`src/rtl/mem_loader.sv`:
```
`default_nettype none
// ============================================================================
// Module      : mem_loader
// Description : Boot-time program loader. Takes a byte stream over valid/ready,
//               assembles little-endian words and writes them to consecutive
//               main-memory addresses from 0. The CPU is held in reset until
//               the complete image has been written.
//               Supports ADDR_WIDTH up to 15, so that the 16-bit header count
//               can be range-checked against the memory depth.
// Revision    : 1.0  initial release
// ============================================================================
module mem_loader #(
    parameter int ADDR_WIDTH = 12,
    parameter int DATA_WIDTH = 32
) (
    input  logic                  clk,
    input  logic                  rst_n,
    input  logic                  start,
    input  logic [7:0]            rx_data,
    input  logic                  rx_valid,
    output logic                  rx_ready,
    output logic [ADDR_WIDTH-1:0] ram_addr,
    output logic [DATA_WIDTH-1:0] ram_data,
    output logic                  ram_load,
    output logic                  cpu_rst_n,
    output logic                  busy,
    output logic                  done,
    output logic                  error
);

    localparam int c_BPW  = DATA_WIDTH / 8;
    localparam int c_IDXW = (c_BPW > 1) ? $clog2(c_BPW) : 1;
    localparam logic [c_IDXW-1:0] c_LAST_IDX = c_IDXW'(c_BPW - 1);
    localparam logic [16:0]       c_DEPTH    = 17'd1 << ADDR_WIDTH;

    typedef enum logic [3:0] {
        S_IDLE  = 4'd0,
        S_HDR0  = 4'd1,
        S_HDR1  = 4'd2,
        S_BYTE  = 4'd3,
        S_SETUP = 4'd4,
        S_WRITE = 4'd5,
        S_HOLD  = 4'd6,
        S_DONE  = 4'd7,
        S_ERROR = 4'd8
    } state_t;

    state_t                r_state;
    state_t                w_next_state;

    logic [7:0]            r_hdr_lo;
    logic [ADDR_WIDTH:0]   r_num_words;
    logic [ADDR_WIDTH:0]   r_word_cnt;
    logic [c_IDXW-1:0]     r_idx;
    logic [ADDR_WIDTH-1:0] r_ram_addr;
    logic [DATA_WIDTH-1:0] r_ram_data;
    logic                  r_rx_ready;
    logic                  r_ram_load;
    logic                  r_cpu_rst_n;
    logic                  r_busy;
    logic                  r_done;
    logic                  r_error;

    logic                  w_xfer;
    logic [15:0]           w_hdr_n;
    logic                  w_hdr_zero;
    logic                  w_hdr_big;
    logic                  w_last_byte;
    logic [ADDR_WIDTH:0]   w_cnt_inc;
    logic                  w_nxt_rx_ready;
    logic                  w_nxt_ram_load;
    logic                  w_nxt_cpu_rst_n;
    logic                  w_nxt_busy;
    logic                  w_nxt_done;
    logic                  w_nxt_error;

    assign w_xfer      = rx_valid & r_rx_ready;
    assign w_hdr_n     = {rx_data, r_hdr_lo};
    assign w_hdr_zero  = (w_hdr_n == 16'd0);
    assign w_hdr_big   = ({1'b0, w_hdr_n} > c_DEPTH);
    assign w_last_byte = (r_idx == c_LAST_IDX);
    assign w_cnt_inc   = r_word_cnt + 1'b1;

    // State register
    always_ff @(posedge clk or negedge rst_n) begin
        if (!rst_n) begin
            r_state <= S_IDLE;
        end else begin
            r_state <= w_next_state;
        end
    end

    // Next-state logic; outputs are decoded from the next state so they can be registered
    always_comb begin
        w_next_state    = r_state;
        w_nxt_rx_ready  = 1'b0;
        w_nxt_ram_load  = 1'b0;
        w_nxt_cpu_rst_n = 1'b0;
        w_nxt_busy      = 1'b0;
        w_nxt_done      = 1'b0;
        w_nxt_error     = 1'b0;

        case (r_state)
            S_IDLE, S_DONE, S_ERROR: begin
                if (start) w_next_state = S_HDR0;
            end
            S_HDR0: begin
                if (w_xfer) w_next_state = S_HDR1;
            end
            S_HDR1: begin
                if (w_xfer) begin
                    if (w_hdr_zero)     w_next_state = S_DONE;
                    else if (w_hdr_big) w_next_state = S_ERROR;
                    else                w_next_state = S_BYTE;
                end
            end
            S_BYTE: begin
                if (w_xfer && w_last_byte) w_next_state = S_SETUP;
            end
            S_SETUP: w_next_state = S_WRITE;
            S_WRITE: w_next_state = S_HOLD;
            S_HOLD: begin
                if (w_cnt_inc == r_num_words) w_next_state = S_DONE;
                else                          w_next_state = S_BYTE;
            end
            default: w_next_state = S_IDLE;
        endcase

        case (w_next_state)
            S_HDR0, S_HDR1, S_BYTE: begin
                w_nxt_rx_ready = 1'b1;
                w_nxt_busy     = 1'b1;
            end
            S_SETUP, S_HOLD: w_nxt_busy = 1'b1;
            S_WRITE: begin
                w_nxt_busy     = 1'b1;
                w_nxt_ram_load = 1'b1;
            end
            S_DONE: begin
                w_nxt_done      = 1'b1;
                w_nxt_cpu_rst_n = 1'b1;
            end
            S_ERROR: w_nxt_error = 1'b1;
            default: ;
        endcase
    end

    // Header capture, word assembly and address/counter bookkeeping
    always_ff @(posedge clk or negedge rst_n) begin
        if (!rst_n) begin
            r_hdr_lo    <= '0;
            r_num_words <= '0;
            r_word_cnt  <= '0;
            r_idx       <= '0;
            r_ram_addr  <= '0;
            r_ram_data  <= '0;
        end else begin
            case (r_state)
                S_HDR0: begin
                    if (w_xfer) r_hdr_lo <= rx_data;
                end
                S_HDR1: begin
                    if (w_xfer) begin
                        // Truncation only matters for oversize counts, which go to ERROR
                        r_num_words <= w_hdr_n[ADDR_WIDTH:0];
                        r_word_cnt  <= '0;
                        r_idx       <= '0;
                    end
                end
                S_BYTE: begin
                    if (w_xfer) begin
                        r_ram_data[{r_idx, 3'b000} +: 8] <= rx_data;
                        if (w_last_byte) begin
                            r_idx      <= '0;
                            // Address is presented together with the finished word in SETUP
                            r_ram_addr <= r_word_cnt[ADDR_WIDTH-1:0];
                        end else begin
                            r_idx <= r_idx + 1'b1;
                        end
                    end
                end
                S_HOLD: r_word_cnt <= w_cnt_inc;
                default: ;
            endcase
        end
    end

    // Registered status and handshake outputs
    always_ff @(posedge clk or negedge rst_n) begin
        if (!rst_n) begin
            r_rx_ready  <= 1'b0;
            r_ram_load  <= 1'b0;
            r_cpu_rst_n <= 1'b0;
            r_busy      <= 1'b0;
            r_done      <= 1'b0;
            r_error     <= 1'b0;
        end else begin
            r_rx_ready  <= w_nxt_rx_ready;
            r_ram_load  <= w_nxt_ram_load;
            r_cpu_rst_n <= w_nxt_cpu_rst_n;
            r_busy      <= w_nxt_busy;
            r_done      <= w_nxt_done;
            r_error     <= w_nxt_error;
        end
    end

    assign rx_ready  = r_rx_ready;
    assign ram_addr  = r_ram_addr;
    assign ram_data  = r_ram_data;
    assign ram_load  = r_ram_load;
    assign cpu_rst_n = r_cpu_rst_n;
    assign busy      = r_busy;
    assign done      = r_done;
    assign error     = r_error;

endmodule
`default_nettype wire
```
`config.mk`:
```
export PLATFORM = sky130hd
export DESIGN_NAME = mem_loader
export DESIGN_NICKNAME = d
export VERILOG_FILES = /design/src/rtl/mem_loader.sv
export SDC_FILE = /design/constraint.sdc
export NUM_CORES = 1
export LEC_CHECK = 0
export ABC_AREA = 1
export CORE_MARGIN = 2
export CORE_UTILIZATION = 29
export DETAILED_ROUTE_END_ITERATION = 10
export GPL_TIMING_DRIVEN = 0
export PLACE_DENSITY_LB_ADDON = 0.08
export SLEW_MARGIN = 20
export SYNTH_ARGS = -nofsm -noshare
export SYNTH_HDL_FRONTEND = slang
export SYNTH_SLANG_ARGS = --single-unit
```
`constraint.sdc`:
```
create_clock -name clk -period 1.6 [get_ports clk]
set_input_delay 0.32 -clock clk [delete_from_list [all_inputs] [get_ports clk]]
set_output_delay 0.32 -clock clk [all_outputs]
set_load 0.03 [all_outputs]
```
## Yosys cells after proc, flatten, opt, wreduce, memory -nomap -nowiden

Index checks and enable logic that the tools add are counted.

| cells by class | value |
|---|---|
| mux-type cells | 20 |
| order comparisons | 1 |
| reductions and logical operators | 14 |
| bitwise logic cells | 1 |
| add/sub/neg operators | 3 |
| equal/unequal tests | 20 |
| shift-type cells | 2 |

Operators with widths:

| cell | count |
|---|---|
| $bwmux W32 | 1 |
| $eq A4 B3 Y1 const B | 8 |
| $shift A8 B7 Y32 const A | 1 |
| $shiftx A8 B7 Y32 | 1 |
| $pmux W4 S7 | 1 |
| $pmux W13 S2 | 1 |
| $mux W4 | 6 |
| $eq A4 B2 Y1 const B | 4 |
| $gt A16 B13 Y1 const B | 1 |
| $logic_not A16 Y1 | 1 |
| $add A13 B1 Y13 const B | 1 |
| $eq A13 B13 Y1 | 1 |
| $mux W13 | 1 |
| $eq A4 B1 Y1 const B | 2 |
| $eq A4 B4 Y1 const B | 2 |
| $reduce_and A2 Y1 | 4 |
| $neg A5 Y7 | 1 |
| $mux W2 | 3 |
| $reduce_and A3 Y1 | 2 |
| $reduce_or A3 Y1 | 2 |
| $reduce_or A6 Y1 | 1 |
| $mux W1 | 5 |
| $logic_not A4 Y1 | 1 |
| $ne A2 B2 Y1 const B | 2 |
| 7 further kinds | 8 |

| storage, ports and cells | value |
|---|---|
| bits of input ports | 12 |
| logic and storage cells | 73 |
| bits in registers | 89 |

## Depth between registers and ports, before layout

Gate-level depths: netlist of the first run.

| depth | value |
|---|---|
| depth after elaboration | 8 |
| gate-level depth with buffers | 14 |

## Least setup slack after synthesis of the first run

OpenSTA, ideal clock, no wires.

| path | value |
|---|---|
| path kind | register to register |
| start | reg r_word_cnt[1] |
| end | reg r_busy (netlist: busy) |
| stages on the path, launching flop included | 13 |
| data arrival time | 1.518 ns |
| path buffers | 0 |
| clock period less this slack | 1.637 ns |
| path slack | -0.037 ns |
| library setup time | 0.118 ns |
| cell sequence | dfrtp_1 -> ha_1 -> nand2_1 -> nor2_4 -> nand2_2 -> nand2_1 -> nor2_1 -> nor2_1 -> nand3_1 -> nor2_2 -> nand4_2 -> nand3_1 -> nand2_1 |

| on the way | value |
|---|---|
| longest elaborated chain between the ends | 7 |

RTL lines:

| item | line | source |
|---|---|---|
| start: declaration | 53 | `logic [ADDR_WIDTH:0] r_word_cnt;` |
| start signal: assignment | 182 | `S_HOLD: r_word_cnt <= w_cnt_inc;` |
| $add A13 B1 Y13 * | 82 | `assign w_cnt_inc = r_word_cnt + 1'b1;` |
| $eq A13 B13 Y1 * | 123 | `if (w_cnt_inc == r_num_words) w_next_state = S_DONE;` |
| $mux W3 * | 123 |  |
| $pmux W4 S7 * | 103 | `case (r_state)` |
| $eq A4 B3 Y1, or another cell as far along | 129 | `case (w_next_state)` |
| $reduce_or A6 Y1 (no line) * | - |  |
| $mux W1 * | 129 |  |
| net w_nxt_busy | 73 | `logic w_nxt_busy;` |
| end signal: assignment | 201 | `r_busy <= w_nxt_busy;` |
| end: declaration | 60 | `logic r_busy;` |

Mark *: on every way through the listed nets, which the timed path passes. The rest lies on a longest branch.
A chain may end at the register's enable or synchronous reset.

## Worst setup path after layout of the first run

Ends and elaborated chain as after synthesis.

==> out/summary.md, run 1 <==
The run finished, with violations left. The final reports fail on negative setup slack. After layout, the worst path uses 112% of the clock period. Traced cell by cell, the critical path runs through buf_4 > nand2_1 > nor2_2 > nand2_1 > nand3_1 > nand2_1 > nor2_1 > nand3_2 > nor2_4 > nand4_4 > nand3_2 > nand2_1. The site row count was 44. In this run the static leakage power is 2.98 nW. The first routing iteration left 251 violations. For the post-route DRC violation count, the log shows 0. The routed layout has 3880 vias. The number of detailed-routing iterations run before antenna repair was 4. Of the cells placed in the final design, the portion with a size suffix greater than 1 is 22.4%.

The die is 126 um wide. For the maximum number of pins on one net before global-route repair, the log shows 55. The worst setup margin is -0.193 ns.

The critical path's top delay family is simple AND/OR/NAND/NOR gates. For this design the top-level I/O count stands at 62. The logs give 0 for the initial antenna violation count and 0.00808 ns for the setup skew after layout.

The detailed-route wire length was 12300 um; the number of nets at the end of the flow was 658. The run gives -0.19 ns as the internal reg-to-reg setup slack. The initial core utilization is 29.6%. The endpoint type of the worst setup path is a register.

After detailed routing, the number of vias per cell comes to 4.69. Including well taps, the total number of placed cells is 775. The critical path arrival came out at 2.03 ns.

Fill cells in the final layout number 1482. The buffers plus inverters on the worst setup path came out at 1. Setup repair after global routing could not meet its margin everywhere.

TritonCTS built the clock tree. By startpoint and endpoint, the worst setup path is classified as reg -> reg. The count of nets left with antenna violations once routing finished came out at 0.

The mean cell area of the mapped netlist works out to 8.11 um2. The library cells used most frequently in the layout, excluding fill and tap cells, are sky130_fd_sc_hd__nand2_1, sky130_fd_sc_hd__dfrtp_1, sky130_fd_sc_hd__dlygate4sd2_1, sky130_fd_sc_hd__nor2_1, sky130_fd_sc_hd__inv_1. For this run, the total global-route usage over all layers was measured as 15.8%. During synthesis, Yosys emitted a total of 0 warnings. Count of unique library cells instantiated by Yosys: 29. The worst slew slack as a fraction of its limit is 69.3%, and the chip height is 126 um. The net count of the mapped netlist is 548, and the half-perimeter wire length after placement is 8420 um.

Dividing the detail-routed wire length by the instance count gives 14.8 um. The tools report the residual overflow from global routing as 0. The critical-path maximum fanout is 4.

At the end of routability-driven placement, the weighted congestion stood at 0.779. The die covers 15800 um2. The number of sinks handled by clock tree synthesis was 89. The actual transition at the worst max-transition pin is 0.459 ns. Based on the critical path, the design can be clocked at up to 558 MHz.

The number of synthesized register bits was 89; the sequential-to-total area share from yosys stat was 51.9%. The final design utilization was 42.2%; the number of buffers on the longest clock path was 2. In this design, the stage delay of the slowest critical-path cell is 0.40 ns. The tool flagged a number of max-cap violations equal to 0. The repair_antennas step left the layout with diodes totalling 0. The cell that appears most often on the critical path is sky130_fd_sc_hd__nand2_1. The H-tree was split into 3 levels. Synthesis handed over a netlist of 529 instances.

The area growth from synthesis to layout was 42.3%. The library cell used most frequently in the layout, excluding fill and tap cells, is sky130_fd_sc_hd__nand2_1. The clock-pin slew of the registers on the worst-case setup and hold paths was 0.06 ns; the number of buffers added on ports was 61. The tools report the via count of the first global-routing pass as 3844. Critical-path cell with the highest stage delay: sky130_fd_sc_hd__dfrtp_2. Power per unit of standard cell area: 1830 nW/um2.

The worst setup path is launched from a register. The min-delay analysis places its worst path in the category in -> reg. The tools report the highest ir drop seen on vdd as 0.900 mV. The run gives 19700 um as the first-pass GRT wire length. The CTS buffer count was 9. The run gives 11.2 mW as the post-route total power. The final setup violation count is 13, and the post-layout instance count excluding filler cells is 827.

The mapped netlist covers 4290 um2. The number of pins exceeding their max-slew limit in the final report was 0; the core footprint was 14500 um2. The number of hold violations in the final report came out at 0. The clock reaches the later pin of the worst-skew pair after 0.35 ns. The tools report the buffer cell driving the clock tree root as sky130_fd_sc_hd__clkbuf_16. The critical path data required time was 1.84 ns. The clock period minus final worst setup slack was 1.79 ns; the sum of negative setup slack was -0.825 ns.
[where the power goes]
group	switching, mW	internal, mW	leakage (nW)
clock network	0.857	1.29	0.142
registers	0.651	3.13	1.14
logic	3.25	1.98	1.70
total	4.75	6.40	2.98
[layout make-up]
class                   count  area (um2)  share of cell area [%]
well taps                 184         230                    3.77
plain buffers              13         111                    1.82
repair buffers             97         896                    14.7
clock inverters             2        37.5                   0.615
inverters                  53         214                    3.51
multi-input cells         376        2120                    34.7
flip-flops and latches     89        2240                    36.6
clock buffers              13         260                    4.26
[tightest hold or removal path, delay by kind of cell]
family,cells,cell delay [ns]
buffers and inverters,1,0.23
AND/OR/NAND/NOR,1,0.13
AO/OA/AOI/OAI,1,0.04
[Yosys cell counts]
cell                       number  area (um2)
sky130_fd_sc_hd__a21boi_0       1        7.51
sky130_fd_sc_hd__a21oi_1       29         145
sky130_fd_sc_hd__a41oi_1        1        8.76
sky130_fd_sc_hd__buf_2          2        10.0
sky130_fd_sc_hd__buf_4          4        30.0
sky130_fd_sc_hd__clkbuf_1       7        26.3
sky130_fd_sc_hd__dfrtp_1       89        2230
sky130_fd_sc_hd__ha_1           7        87.6
sky130_fd_sc_hd__inv_1         52         195
sky130_fd_sc_hd__inv_2          1        3.75
sky130_fd_sc_hd__nand2_1      150         563
sky130_fd_sc_hd__nand2_2        4        25.0
sky130_fd_sc_hd__nand3_1       34         170
sky130_fd_sc_hd__nand3_2        1        10.0
sky130_fd_sc_hd__nand3b_1       4        30.0
sky130_fd_sc_hd__nand4_1        3        18.8
sky130_fd_sc_hd__nand4_2        1        12.5
sky130_fd_sc_hd__nor2_1        57         214
sky130_fd_sc_hd__nor2_2         6        37.5
sky130_fd_sc_hd__nor2_4         5        56.3
sky130_fd_sc_hd__nor3_1         6        30.0
sky130_fd_sc_hd__nor3_2         2        20.0
sky130_fd_sc_hd__nor4_1         2        12.5
sky130_fd_sc_hd__o211ai_1       2        15.0
sky130_fd_sc_hd__o21ai_0       43         215
sky130_fd_sc_hd__o21ai_1        2        10.0
sky130_fd_sc_hd__o22ai_1       11        68.8
sky130_fd_sc_hd__o31ai_1        2        15.0
sky130_fd_sc_hd__xnor3_1        1        22.5
[repair_timing]
action	4_1_cts	5_1_grt
hold endpoints to repair	35	0
pin swaps	5	33
endpoints found under the setup margin	134	84
hold buffers	1	0
gates cloned	1	3
resized for setup	92	77
setup buffers	9	23
[state kept, by name, summed over array words and instances, names as in the netlist]
signal       flops
busy             1
rx_ready         1
r_state          4
done             1
ram_load         1
ram_data        32
r_idx            2
error            1
r_hdr_lo         8
r_word_cnt      13
r_num_words     13
ram_addr        12
[per-stage QoR]
step	setup WS (ns)	hold slack [ns]	area, um2
detailed placement	-0.670	0.244	5180
floorplan	-0.00301	0.0244	4320
global route	-0.350	0.422	6100
global placement	-3.23	0.465	5160
CTS	-0.209	0.443	5640
finish	-0.193	0.412	6100
[worst paths after layout]
kind	from	endpoint	cells after the start
max	r_word_cnt[1]$_DFFE_PN0P_	busy$_DFF_PN0_	12
min	rx_data[2]	ram_data[10]$_DFFE_PN0P_	3
max reg2reg	r_word_cnt[1]$_DFFE_PN0P_	busy$_DFF_PN0_	12
min reg2reg	ram_addr[8]$_DFFE_PN0P_	ram_addr[8]$_DFFE_PN0P_	2
max in group asynchronous	rst_n	r_idx[0]$_DFFE_PN0P_	3
min in group asynchronous	rst_n	ram_addr[2]$_DFFE_PN0P_	2
[cells by family after synthesis]
group | Yosys count | synth area share (%)
XOR/XNOR | 1 | 0.525
adder cells (fa/ha/maj) | 7 | 2.04
buffers and inverters | 66 | 6.19
AO/OA/AOI/OAI | 91 | 11.3
flip-flops | 89 | 51.9
AND/OR/NAND/NOR | 275 | 28.0
[metal layers]
metal / GRT usage (%) / share of wire, % / vias up
li1: - / - / 1944
met1: 20.6 / 45 / 1832
met2: 25.1 / 48 / 91
met3: 5.43 / 5.2 / 13
met4: 4.05 / 1.2 / 0
met5: 0 / 0 / -
Note: power is estimated with default switching activity, not from simulation.
==> run 2, diff against run 1 <==
clock period = 1.9 ns   (was 1.6 ns; I/O delays follow)
==> run 2 against run 1 <==
Against the previous run:
- the run now ends clean
- design area decreased by 7.4%
- global-route usage is 0.47 points lower
- critical path depth increased by 1
- sequential share of layout area increased by 2.9 points
- non-clock buffer count decreased by 28
- register-to-register slack improved by 0.26 ns
- sequential power down 16%
- clock power shrank 16%
- largest power group unchanged
==> out/summary.md, run 2 (synthesis gave the netlist of run 1 again) <==
The run finished with clean final reports. The first-pass GRT wire length came out at 19200 um (-2.7%). The logs give 0 ns (+0.825 ns) for the sum of negative setup slack and 0 (-13) for the final setup violation count. The number of stages on the worst setup path is 13 (+1), and the residual overflow from global routing is 0 (unchanged). The overall routing resource usage was 15.3% (-0.47 points); the biggest cell delay along the critical path was 0.45 ns (+0.05 ns). Critical path's top delay family: simple AND/OR/NAND/NOR gates. Walking the worst path, the cells encountered are ha_4 > inv_1 > nand2_1 > nand2_1 > nand2_1 > nand2_1 > nand3_2 > nor2_1 > nand3_1 > nor2_2 > nand4_4 > nand3_2 > nand2_1.

The routability-driven placement congestion ratio is 0.848 (+8.9%). The source-to-sink clock delay at the later pin of the worst-skew pair came out at 0.34 ns (about the same). Number of sinks handled by clock tree synthesis: 89 (unchanged).

Leaving out fill and tap cells, the most frequent cell in the layout is sky130_fd_sc_hd__nand2_1. The met1 track demand over resource in global routing is 19.9% (-0.67 points). The number of pins exceeding their max-slew limit in the final report is 0 (unchanged), and the residual antenna-violating net count after detailed routing is 0 (unchanged). Setup repair after global routing could not meet its margin everywhere.

The site row count was 44 (unchanged); the vias after detailed routing was 3713 (-4.3%). Power per unit of standard cell area: 1580 nW/um2 (-13%). The maximum number of pins on one net before global-route repair is 63 (+15%).

Most frequent cell on the critical path: sky130_fd_sc_hd__nand2_1. The critical-path maximum fanout works out to 4 (unchanged). STA classifies the critical path endpoint as a register. The setup skew after layout was 0.00917 ns (+0.00109 ns). The highest attainable clock frequency is 544 MHz (-2.4%), and the actual transition at the worst max-transition pin is 0.502 ns (+0.0428 ns).

Class of the worst hold path: in -> async. The root buffer cell chosen for the clock tree is sky130_fd_sc_hd__clkbuf_16. The internal reg-to-reg setup slack is 0.06 ns (+0.26 ns). Startpoint type of the worst setup path: a register.

The number of vias per cell was 4.65 (-0.83%). The area growth from synthesis to layout is 31.8%, and the total leakage power is 2.57 nW (-14%). The worst setup path is of the reg -> reg kind. The final critical-path share of the clock period was 96.7% (-15 points); the clock-pin slew of the registers on the worst-case setup and hold paths was 0.06 ns (about the same).

The half-perimeter wire length after placement was 8360 um (-0.67%). TritonCTS built the clock tree. The area of the die is 15800 um2 (unchanged).

Number of buffers on the longest clock path: 2 (unchanged). Area of the multi-input gates: 1930 um2 (-8.9%). The area of all sequential standard cells is 2230 um2 (-0.11%). The logs give 4.66% (-0.77 points) for the met3 track demand over resource and 3 (unchanged) for the maximum level of the CTS H-tree. The highest ir drop seen on vdd was 0.949 mV (+5.4%). The floorplan die width came out at 126 um (unchanged). The worst slew slack as a fraction of its limit was 66.5% (-2.8 points).

The DRC marker count from the first detailed-route iteration is 212 (-16%), and the clock period minus final worst setup slack is 1.84 ns (+0.0449 ns). The chip height came out at 126 um (unchanged). The most crowded layer after global routing was met2.

For the final design utilization, the log shows 39.0% (-3.1 points). The fraction of final layout cells sized beyond drive strength 1 was 12.4% (-10 points). The tools report the number of antenna cells inserted as 0 (unchanged). The critical path data required time was 2.13 ns (+0.29 ns). The critical path arrival was 2.07 ns (+0.04 ns). The CTS buffer count is 9 (unchanged), and the per-cell routed wire length is 14.5 um (-2.4%). In the layout the commonest cells are sky130_fd_sc_hd__nand2_1, sky130_fd_sc_hd__dfrtp_1, sky130_fd_sc_hd__clkdlybuf4s50_1, sky130_fd_sc_hd__nor2_1, sky130_fd_sc_hd__inv_1. The initial antenna violation count is 0 (unchanged). The number of hold violations in the final report is 0 (unchanged).

The run gives 5 (+1) as the number of detailed-routing iterations run before antenna repair. On the critical path, the stage with the largest delay is an instance of sky130_fd_sc_hd__dfrtp_2. The via count of the first global-routing pass is 3797 (-1.2%). For the initial core utilization, the log shows 29.6% (unchanged). The logic depth of the worst register-to-register path was 13 (+1). The logs give 0 (unchanged) for the number of max-cap violations and 0 (unchanged) for the post-route DRC violation count.

The number of primary I/O pins was 62 (unchanged); the number of nets at the end of the flow was 629 (-4.4%). The global routing met2 resource utilization is 24.6% (-0.45 points). The number of buffers added on ports is 61 (unchanged), and the detailed-route wire length is 11600 um (-5.8%). The tools report the core footprint as 14500 um2 (unchanged). The number of filler instances in the final layout was 1487 (+0.34%); the flip-flop count of the largest register after layout was 32 (unchanged). The buffers plus inverters on the worst setup path is 1 (unchanged).
[run 2: cell count changes in the layout (fill, tap and decap cells not counted), moves of 5 or more]
cell	change
sky130_fd_sc_hd__a21oi_1	+14
sky130_fd_sc_hd__a21oi_2	-14
sky130_fd_sc_hd__buf_4	-19
sky130_fd_sc_hd__buf_6	-9
sky130_fd_sc_hd__clkbuf_1	+5
sky130_fd_sc_hd__clkdlybuf4s50_1	+54
sky130_fd_sc_hd__dlygate4sd2_1	-50
sky130_fd_sc_hd__nand2_1	+7
[run 2: worst register-to-register path, cell delays in order (launching register included)]
cell,delay (ns)
sky130_fd_sc_hd__dfrtp_2,0.45
sky130_fd_sc_hd__ha_4,0.19
sky130_fd_sc_hd__inv_1,0.06
sky130_fd_sc_hd__nand2_1,0.06
sky130_fd_sc_hd__nand2_1,0.09
sky130_fd_sc_hd__nand2_1,0.06
sky130_fd_sc_hd__nand2_1,0.07
sky130_fd_sc_hd__nand3_2,0.09
sky130_fd_sc_hd__nor2_1,0.12
sky130_fd_sc_hd__nand3_1,0.10
sky130_fd_sc_hd__nor2_2,0.16
sky130_fd_sc_hd__nand4_4,0.11
sky130_fd_sc_hd__nand3_2,0.11
sky130_fd_sc_hd__nand2_1,0.06
[run 2: timing repair]
item	4_1_cts	5_1_grt
pin swaps	0	14
hold buffers	1	0
setup buffers	1	5
gates cloned	0	1
endpoints found under the hold margin	27	0
setup endpoints to repair	20	47
resized for setup	7	33
[run 2: stage by stage]
stage | setup WS (ns) | hold slack, ns | cells | power (mW) | cell area (um2)
floorplan | 0.263 | 0.0844 | 529 | 5.53 | 4290
global placement | -2.99 | 0.465 | 774 | 6.90 | 5130
detailed placement | -0.410 | 0.274 | 775 | 6.93 | 5160
CTS | -0.0219 | 0.470 | 792 | 8.84 | 5500
global route | -0.0555 | 0.487 | 798 | 9.65 | 5650
finish | 0.0625 | 0.475 | 798 | 8.95 | 5650
[run 2: worst paths after layout]
check,endpoint,from
min in group clk,ram_addr[8]$_DFFE_PN0P_,ram_addr[8]$_DFFE_PN0P_
max,busy$_DFF_PN0_,r_word_cnt[0]$_DFFE_PN0P_
max reg2reg,busy$_DFF_PN0_,r_word_cnt[0]$_DFFE_PN0P_
max in group asynchronous,ram_data[28]$_DFFE_PN0P_,rst_n
min,ram_addr[3]$_DFFE_PN0P_,rst_n
min reg2reg,ram_addr[8]$_DFFE_PN0P_,ram_addr[8]$_DFFE_PN0P_
[run 2: report_power, final]
part           switching (mW)  internal [mW]  total (mW)
registers               0.563           2.64        3.20
logic                    2.44           1.50        3.95
clock network           0.718           1.08        1.80
total                    3.72           5.22        8.95
[run 2: routing by layer]
layer,share of wire [%],wire length (um)
met1,48,5540
met2,46,5280
met3,4.6,531
met4,1.8,205
met5,0,0
[run 2: area by class of cell]
type | count | area share [%]
clock inverter | 3 | 0.708
clock buffer | 12 | 4.54
buffer | 13 | 1.22
multi-input combinational | 375 | 34.2
tap | 184 | 4.07
inverter | 53 | 3.52
timing repair buffer | 69 | 12.3
sequential | 89 | 39.5
==> RTL change: new RTL, settings of run 1 <==
The output `error` loses its register stage (`r_error` becomes a continuous assignment).
--- a/src/rtl/mem_loader.sv
+++ b/src/rtl/mem_loader.sv
@@ -195,3 +195,2 @@
             r_done      <= 1'b0;
-            r_error     <= 1'b0;
         end else begin
@@ -202,5 +201,6 @@
             r_done      <= w_nxt_done;
-            r_error     <= w_nxt_error;
         end
     end
+
+    assign r_error = w_nxt_error;
 
Check against the original RTL: not equivalent (Yosys sat finds a counterexample within 4 cycles, from zero or initial values and one cycle with rst_n low).
==> RTL change against run 1 <==
  * The run still ends with setup timing left
  * Via count is 0.70% lower
  * Sequential power fell by 2%
  * Sequential cell count is 1 lower
  * Synthesized area fell by 0.58%
  * Worst setup slack lost 150 ps
  * Core utilization is 1.9 points lower
  * Sequential share of layout area grew 1.4 points
  * Power fell by 5.1%
  * Wire length is 2.7% lower
  * Design area is 4.8% lower
==> RTL change: results (changes against run 1) <==
[detailed_routing]
met2_wirelength_mm=5.77  ; -2.7%
m1WireLength_mm=5.41  ; -2.6%
wl_met3_um=542  ; -15%
drt_iter0_markers=196  ; -22%

[final_layout]
instances_no_fill=815  ; -1.5%
drive_gt1_frac=0.184  ; -0.0401
fillers=1525  ; +2.9%
regArea_um2=2210  ; -1.1%

[global_routing]
grtUsageMet3=0.0462  ; -0.00813
track_usage=0.158  ; +0.000579
grt_pass1_wl_mm=19.7  ; about the same
grt_max_degree=52  ; -5.5%
grtUsageMet2=0.260  ; +0.00935

[outcome]
status=finished, violations left
violations=setup timing

[timing]
fin_setup_tns_ps=-1150  ; -327 ps
hold_slack_ps=433  ; +20.7 ps
fin_worst_skew_ps=7.32  ; -0.763 ps
fin_ws_ps=-341  ; -148 ps
setup_viol=9  ; -4

[yosys]
synth_common_cells=nand2_1 (150), dfrtp_1 (88), nor2_1 (57), inv_1 (52), o21ai_0 (43)
synth_area_leaders=dfrtp_1 (52%), nand2_1 (13%), o21ai_0 (5.0%)
seq_area_frac_synth=0.517  ; -0.00282

[worst_setup_path]
r2r_setup_slack_ps=-230  ; -40 ps
path_max_fanout=3  ; -1

[floorplan]
initial_core_util=0.296  ; -0.000605

[worst_hold_path]
hold_class=input pin to async pin

[placement]
routabilityCongestion=0.813  ; +4.4%
pre_cts_ws_ps=-1300  ; -635 ps

[power]
p_leak_nw=2.85  ; -4.2%

==> RTL change: cell types whose count changed after synthesis <==
cell / before / now
dfrtp_1: 89 / 88
==> RTL change: area by class of cell <==
type / count / area share
inverters: 53 / 0.0342
multi-input cells: 375 / 0.346
plain buffers: 13 / 0.0161
clock inverters: 5 / 0.00969
well taps: 184 / 0.0396
clock buffers: 11 / 0.0418
flip-flops and latches: 88 / 0.380
repair buffers: 86 / 0.132
==> RTL change: logic make-up (layout without fill, tap and decap cells) <==
family	after synthesis	in the layout	synth area share
buffers and inverters	66	168	0.0622
DFF	88	88	0.517
and+or+nand+nor	275	276	0.281
xor gates and xnor gates	1	1	0.00528
AOI/OAI and AO/OA	91	91	0.114
adders and majority gates	7	7	0.0205
==> RTL change: worst max path at each step <==
stage | start | cells past startpoint | to | slack [ps]
6_report | r_hdr_lo[3] | 9 | error | -340
5_1_grt | r_hdr_lo[3] | 9 | error | -450
4_1_cts | r_hdr_lo[4] | 9 | error | -450
3_5_place_dp | rx_data[0] | 8 | error | -1300
3_3_place_gp | rst_n | 1 | ram_data[9] | -3190
2_1_floorplan | rx_ready | 11 | busy | -3
==> RTL change: repair_timing <==
| item | CTS | global route |
|---|---|---|
| resized for setup | 102 | 39 |
| hold endpoints to repair | 37 | 0 |
| buffers inserted | 16 | 7 |
| setup endpoints to repair | 135 | 86 |
| pin swaps | 10 | 9 |
| cloned | 0 | 1 |
| hold buffers | 1 | 0 |
==> RTL change: report_power, final <==
part | switching [mW] | internal, mW
logic | 3.02 | 1.68
clock network | 0.893 | 1.25
registers | 0.632 | 3.10
==> RTL change: critical path: stages, from the launching register on <==
cell and delay, ps:
dfrtp_1 400, nor2_1 110, nand2_1 100, nor2_4 150, nand3_2 90, nand2_2 90
o21ai_2 50, nand2_2 80, o31ai_4 70, buf_6 140
